$ cat config.mk
export PLATFORM = sky130hd
export DESIGN_NAME = reg_file
export DESIGN_NICKNAME = d
export VERILOG_FILES = /design/src/rtl/reg_file.sv
export SDC_FILE = /design/constraint.sdc
export NUM_CORES = 2
export LEC_CHECK = 0
export CAP_MARGIN = 20
export CORE_ASPECT_RATIO = 2
export CORE_UTILIZATION = 35
export DETAILED_ROUTE_END_ITERATION = 16
export PLACE_DENSITY = 0.63
export SYNTH_ARGS = -nofsm -noshare
export SYNTH_HDL_FRONTEND = slang
export SYNTH_SLANG_ARGS = --single-unit
$ cat constraint.sdc
create_clock -name clk -period 3.7 [get_ports clk]
set_input_delay 1.11 -clock clk [delete_from_list [all_inputs] [get_ports clk]]
set_output_delay 1.11 -clock clk [all_outputs]
set_load 0.02 [all_outputs]
$ cat src/rtl/reg_file.sv
// reg_file: general-purpose register file for the simple-MIPS datapath.
// Two combinational read ports (rs, rt) and one synchronous write port.
// Register 0 is hardwired to zero. Reset is asynchronous, active-low.
// Optional macro REGFILE_BYPASS_EN: when defined, a same-cycle write to a
// register being read is forwarded to the read port (write-first);
// when undefined, reads return the old contents until the edge (read-first).
module reg_file #(
    parameter int DATA_W  = 32,
    parameter int REG_NUM = 32,
    parameter int ADDR_W  = 5
) (
    input  logic              clk,
    input  logic              rst_n,
    input  logic [ADDR_W-1:0] rs_addr,
    input  logic [ADDR_W-1:0] rt_addr,
    output logic [DATA_W-1:0] rs_data,
    output logic [DATA_W-1:0] rt_data,
    input  logic              wr_en,
    input  logic [ADDR_W-1:0] wr_addr,
    input  logic [DATA_W-1:0] wr_data
);

`ifdef REGFILE_BYPASS_EN
    localparam bit BYPASS = 1'b1;
`else
    localparam bit BYPASS = 1'b0;
`endif

    localparam int RD_PORTS = 2;

    logic [DATA_W-1:0] regs_q [REG_NUM];
    logic [DATA_W-1:0] regs_d [REG_NUM];

    // Next-state: load the addressed register on a write; register 0 stays zero
    always_comb begin
        for (int i = 0; i < REG_NUM; i++) begin
            regs_d[i] = regs_q[i];
        end
        if (wr_en && (wr_addr != '0)) begin
            regs_d[wr_addr] = wr_data;
        end
        regs_d[0] = '0;
    end

    // Register array: asynchronous clear dominates any write in flight
    always_ff @(posedge clk or negedge rst_n) begin
        if (!rst_n) begin
            for (int i = 0; i < REG_NUM; i++) begin
                regs_q[i] <= '0;
            end
        end else begin
            for (int i = 0; i < REG_NUM; i++) begin
                regs_q[i] <= regs_d[i];
            end
        end
    end

    // Read ports share one structure; index 0 is rs, index 1 is rt
    logic [ADDR_W-1:0] rd_addr [RD_PORTS];
    logic [DATA_W-1:0] rd_data [RD_PORTS];

    assign rd_addr[0] = rs_addr;
    assign rd_addr[1] = rt_addr;

    genvar gi;
    generate
        for (gi = 0; gi < RD_PORTS; gi++) begin : g_rd
            // Forwarding is suppressed in reset so outputs stay at zero,
            // and address 0 never forwards.
            logic bypass_hit;
            assign bypass_hit = BYPASS && rst_n && wr_en &&
                                (wr_addr == rd_addr[gi]) && (rd_addr[gi] != '0);
            assign rd_data[gi] = (rd_addr[gi] == '0) ? '0 :
                                 bypass_hit          ? wr_data :
                                                       regs_q[rd_addr[gi]];
        end
    endgenerate

    assign rs_data = rd_data[0];
    assign rt_data = rd_data[1];

endmodule

==> impl_results.md <==
* Final hold vios at 0
* Critical-path top delay cell: sky130_fd_sc_hd__mux4_2
* Drt first-iter violations at about 3.3k
* Synth warn at 0
* Xor/xnor cell area share of the yosys netlist at 0%
* Largest regs: regs_q (992)
* Register bit count reported by yosys at 992
* Leak at around 30 nW
* Die footprint at about 150000 um^2
* Critical Path Sink Type: output port
* Leading cell types by total area after synthesis: sky130_fd_sc_hd__dfrtp_1 47%, sky130_fd_sc_hd__mux2_2 23%, sky130_fd_sc_hd__mux4_2 14%
* Final count of negative-setup-slack endpoints at 64
* Failing checks: setup timing
* Setup CP Type: in -> out
* Area share of and/or/nand/nor cells after synthesis at 2.982%
* Cell chosen for the clock root: sky130_fd_sc_hd__clkbuf_16
* Post-detailed-placement half-perimeter wirelength at 133000 um
* Setup tns final at -23470 ps
* Combinational family with the most area after synthesis: multiplexers
* Buffer and inverter count on the worst path at 5
* Kind of cell adding the most delay to the critical path: multiplexers
* Hold buffers post-CTS at 0
* Share of the synthesized area in the top cell type at a little under half
* Cell type with the largest total area after synthesis: sky130_fd_sc_hd__dfrtp_1
* Proportion of synthesized area in mux cells at between 40% and 50%
* Number of nets in the layout at around 4.2k
* CP max FO at 8
* Switching Fraction at between 20% and 30%
* EDFF count, synth at 0
* # Max-Cap Violations at 0
* Maximum clock path buffer count at 3
* Outcome: finished with violations
* Number of top-level pins at approximately 110
* Post-layout worst setup margin at -589.3 ps
* Number of CTS-inserted buffers at 89
* Mean routed wirelength per cell at between 30 and 40 um
* Routed length on met3 at around 12000 um
* Hold/Removal Path Class: in -> async
* Synthesized cell area at 52870 um^2
* List of cells traversed by the critical path: buf_16 -> buf_12 -> buf_12 -> buf_12 -> mux4_2 -> mux4_2 -> mux2_4 -> buf_6
* Routed wire length at approximately 210000 um
* Met2 wire length at about 100000 um
* Tcrit/Tclk final at 115.9%
* Synth Area in Compound Gates at 4.409%
* Unrepaired setup endpoints after global routing: true
* Highest metal used: met4
* Latest clock arrival within the worst-skew pair at 720 ps
* Overall global routing resource usage at between 20% and 30%
* Power share of the clock group at a little under a third
* Count of standard-cell rows at between 200 and 250
* Vias in the first global route at 40.35k
* Async set-reset flop share out of synthesis at 100.0%
* Overall overflow remaining after global route at 0
* Leading cell type by number of instances after synthesis: sky130_fd_sc_hd__mux2_2
* Relative slew slack at about a fifth
* Remaining DRCs at 0
* Most frequently used flop master after synthesis: sky130_fd_sc_hd__dfrtp_1
* Worst slew pin tran at between 1000 and 1500 ps
* Logic pwr share at a little over a quarter
* Min Clock Period, post-route at 4289 ps
* Synthesized netlist cell count at between 3k and 4k
* Sequential element share of the synthesized area at a little under half
* Maximum clock frequency at between 0.2 and 0.25 GHz
* Reported net switching power at 10.06 mW
* Detail Route Antenna Nets at 0
* Die extent in y at between 500 and 600 um
* Synthesized Nets at 3743
* Largest register FFs at roughly 990
* Sequential group share of total power at 43.3%
* Arrival @ worst endpoint at 3180 ps
* Core area at 149900 um^2
* Required time of the worst setup path at 2590 ps
* Share of final-layout standard cells stronger than drive strength 1 at around three fifths
* Cell with the most instances on the worst path: sky130_fd_sc_hd__buf_12
* Vias post-DR at between 30k and 40k
* Layout area overhead at 31.77%
* Global-route wire length before repair at between 200000 and 300000 um
* Gp weighted congestion at 0.8709
* Count of cell types in the netlist at 39
* Cell types with the highest counts after synthesis: 1058 x sky130_fd_sc_hd__mux2_2, 992 x sky130_fd_sc_hd__dfrtp_1, 331 x sky130_fd_sc_hd__mux4_2, 304 x sky130_fd_sc_hd__mux2i_1, 196 x sky130_fd_sc_hd__clkbuf_1
* Wl on met1 at roughly 76000 um
* Clock sink count at between 900 and 1k
* Number of port buffers at between 100 and 150
* Synthesized area divided by synthesized cell count at around 14 um^2
* Pint at ~24 mW
* TritonCTS clock tree: yes
* Antenna violations before repair at 10
* Pwr dens at just under 500 nW/um^2
* Initial cell density of the core at roughly a third
* Largest stage delay, worst path at about 550 ps
* Die boundary width at around 280 um
* Register name with the most flops: regs_q
* First-pass DRT Iterations at 5
* Maximum ir drop on the vdd rail at between 300 and 400 uV
* Area share of fa/ha/maj cells after synthesis at 0%
* Via/cell ratio at a little over 6
* Largest clock skew in the final design at 0 ps
* Final Max Slew Viols at 0
* Maximum number of pins on one net before global-route repair at between 90 and 100
* Critical Path Source Type: input pin
* Clock-pin slew of the registers on the worst-case setup and hold paths at 70 ps
* Maximum level of the CTS H-tree at 3
* Total design power at roughly 34 mW
## final cells by class
| cell class | instances | area, um^2 |
|---|---|---|
| clock buffer | 123 | 2577 |
| inverter | 2 | 7.507 |
| sequential | 992 | 24820 |
| clock inverter | 39 | 628.1 |
| fill | 12920 | 80220 |
| multi-input combinational | 2306 | 29460 |
| timing repair buffer | 787 | 9742 |
| antenna | 5 | 12.51 |
| tap | 1928 | 2412 |
## through the flow
step | setup WS [ps] | hold slack [ps] | std cells | utilization (%) | cell area (um^2)
floorplan | -22.94 | 491.0 | 3693 | - | 54120
CTS | -595.1 | 317.6 | 6151 | 45.76 | 68590
finish | -589.3 | 321.2 | 6182 | 46.48 | 69670
global route | -608.7 | 338.7 | 6179 | 46.47 | 69660
global placement | -1162 | 502.1 | 5829 | 40.78 | 61130
detailed placement | -1227 | 513.0 | 5829 | 40.78 | 61130
## power by group through the flow
| stage | clock network [mW] | registers (mW) | logic (mW) |
|---|---|---|---|
| detailed placement | 0 | 14.8 | 7.80 |
| global route | 11.0 | 15.0 | 9.33 |
| global placement | 0 | 14.7 | 7.65 |
| floorplan | 0 | 14.2 | 5.32 |
| finish | 10.4 | 14.8 | 8.88 |
| CTS | 10.6 | 14.7 | 8.63 |
## layout by cell type (no fill, tap or decap), types with 11 or more instances in the layout
master / count
sky130_fd_sc_hd__mux2_2: 1028
sky130_fd_sc_hd__nand4_1: 32
sky130_fd_sc_hd__dfrtp_1: 992
sky130_fd_sc_hd__a221o_1: 25
sky130_fd_sc_hd__nor2_4: 20
sky130_fd_sc_hd__a22oi_1: 48
sky130_fd_sc_hd__clkbuf_16: 94
sky130_fd_sc_hd__nor2_1: 23
sky130_fd_sc_hd__a211oi_2: 28
sky130_fd_sc_hd__a21oi_1: 16
sky130_fd_sc_hd__a2111oi_4: 26
sky130_fd_sc_hd__a211oi_4: 30
sky130_fd_sc_hd__o22ai_4: 11
sky130_fd_sc_hd__nor2b_4: 20
sky130_fd_sc_hd__o22ai_2: 37
sky130_fd_sc_hd__nand2_1: 23
sky130_fd_sc_hd__buf_16: 23
sky130_fd_sc_hd__nand2b_4: 18
sky130_fd_sc_hd__mux4_2: 331
sky130_fd_sc_hd__mux2i_2: 21
sky130_fd_sc_hd__mux2_4: 30
sky130_fd_sc_hd__buf_4: 360
sky130_fd_sc_hd__nand2b_1: 13
sky130_fd_sc_hd__nand3_1: 26
sky130_fd_sc_hd__bufinv_16: 15
sky130_fd_sc_hd__buf_6: 137
sky130_fd_sc_hd__clkbuf_8: 18
sky130_fd_sc_hd__mux2i_1: 276
sky130_fd_sc_hd__o22ai_1: 46
sky130_fd_sc_hd__clkbuf_1: 14
sky130_fd_sc_hd__nor2b_1: 13
sky130_fd_sc_hd__clkdlybuf4s50_1: 38
sky130_fd_sc_hd__buf_12: 181
sky130_fd_sc_hd__clkinv_2: 14
sky130_fd_sc_hd__nand2_2: 26
sky130_fd_sc_hd__buf_8: 36
sky130_fd_sc_hd__nor4_4: 31
## logic make-up (layout without fill, tap and decap cells)
| logic type | count (synthesis) | in the layout |
|---|---|---|
| and+or+nand+nor | 299 | 299 |
| buffers and inverters | 395 | 951 |
| muxes | 1693 | 1693 |
| DFF | 992 | 992 |
| AOI/OAI and AO/OA | 314 | 314 |
| other | 0 | 5 |
## final timing paths
path                       slack [ps]                    start                       to  cells past startpoint
max                              -590               rt_addr[0]              rt_data[12]                      8
min                               320                    rst_n  regs_q[386]$_DFFE_PN0P_                      1
max reg2reg                      2860  regs_q[656]$_DFFE_PN0P_  regs_q[656]$_DFFE_PN0P_                      1
min reg2reg                       520  regs_q[570]$_DFFE_PN0P_  regs_q[570]$_DFFE_PN0P_                      1
max in group asynchronous        2060                    rst_n  regs_q[874]$_DFFE_PN0P_                      2
min in group clk                  520  regs_q[570]$_DFFE_PN0P_  regs_q[570]$_DFFE_PN0P_                      1
## what timing repair did
item / CTS / global route
endpoints found under the setup margin: 64 / 64
gates resized for setup: 602 / 218
setup buffers: 163 / 63
pin swaps: 121 / 112
gates cloned: 19 / 3
## per-layer routing
| layer | GRT usage (%) | vias to the layer above |
|---|---|---|
| li1 | - | 15210 |
| met1 | 31.28 | 20690 |
| met2 | 46.69 | 1665 |
| met3 | 4.158 | 592 |
| met4 | 17.61 | 0 |
| met5 | 0 | - |
Note: power is estimated with default switching activity, not from simulation.
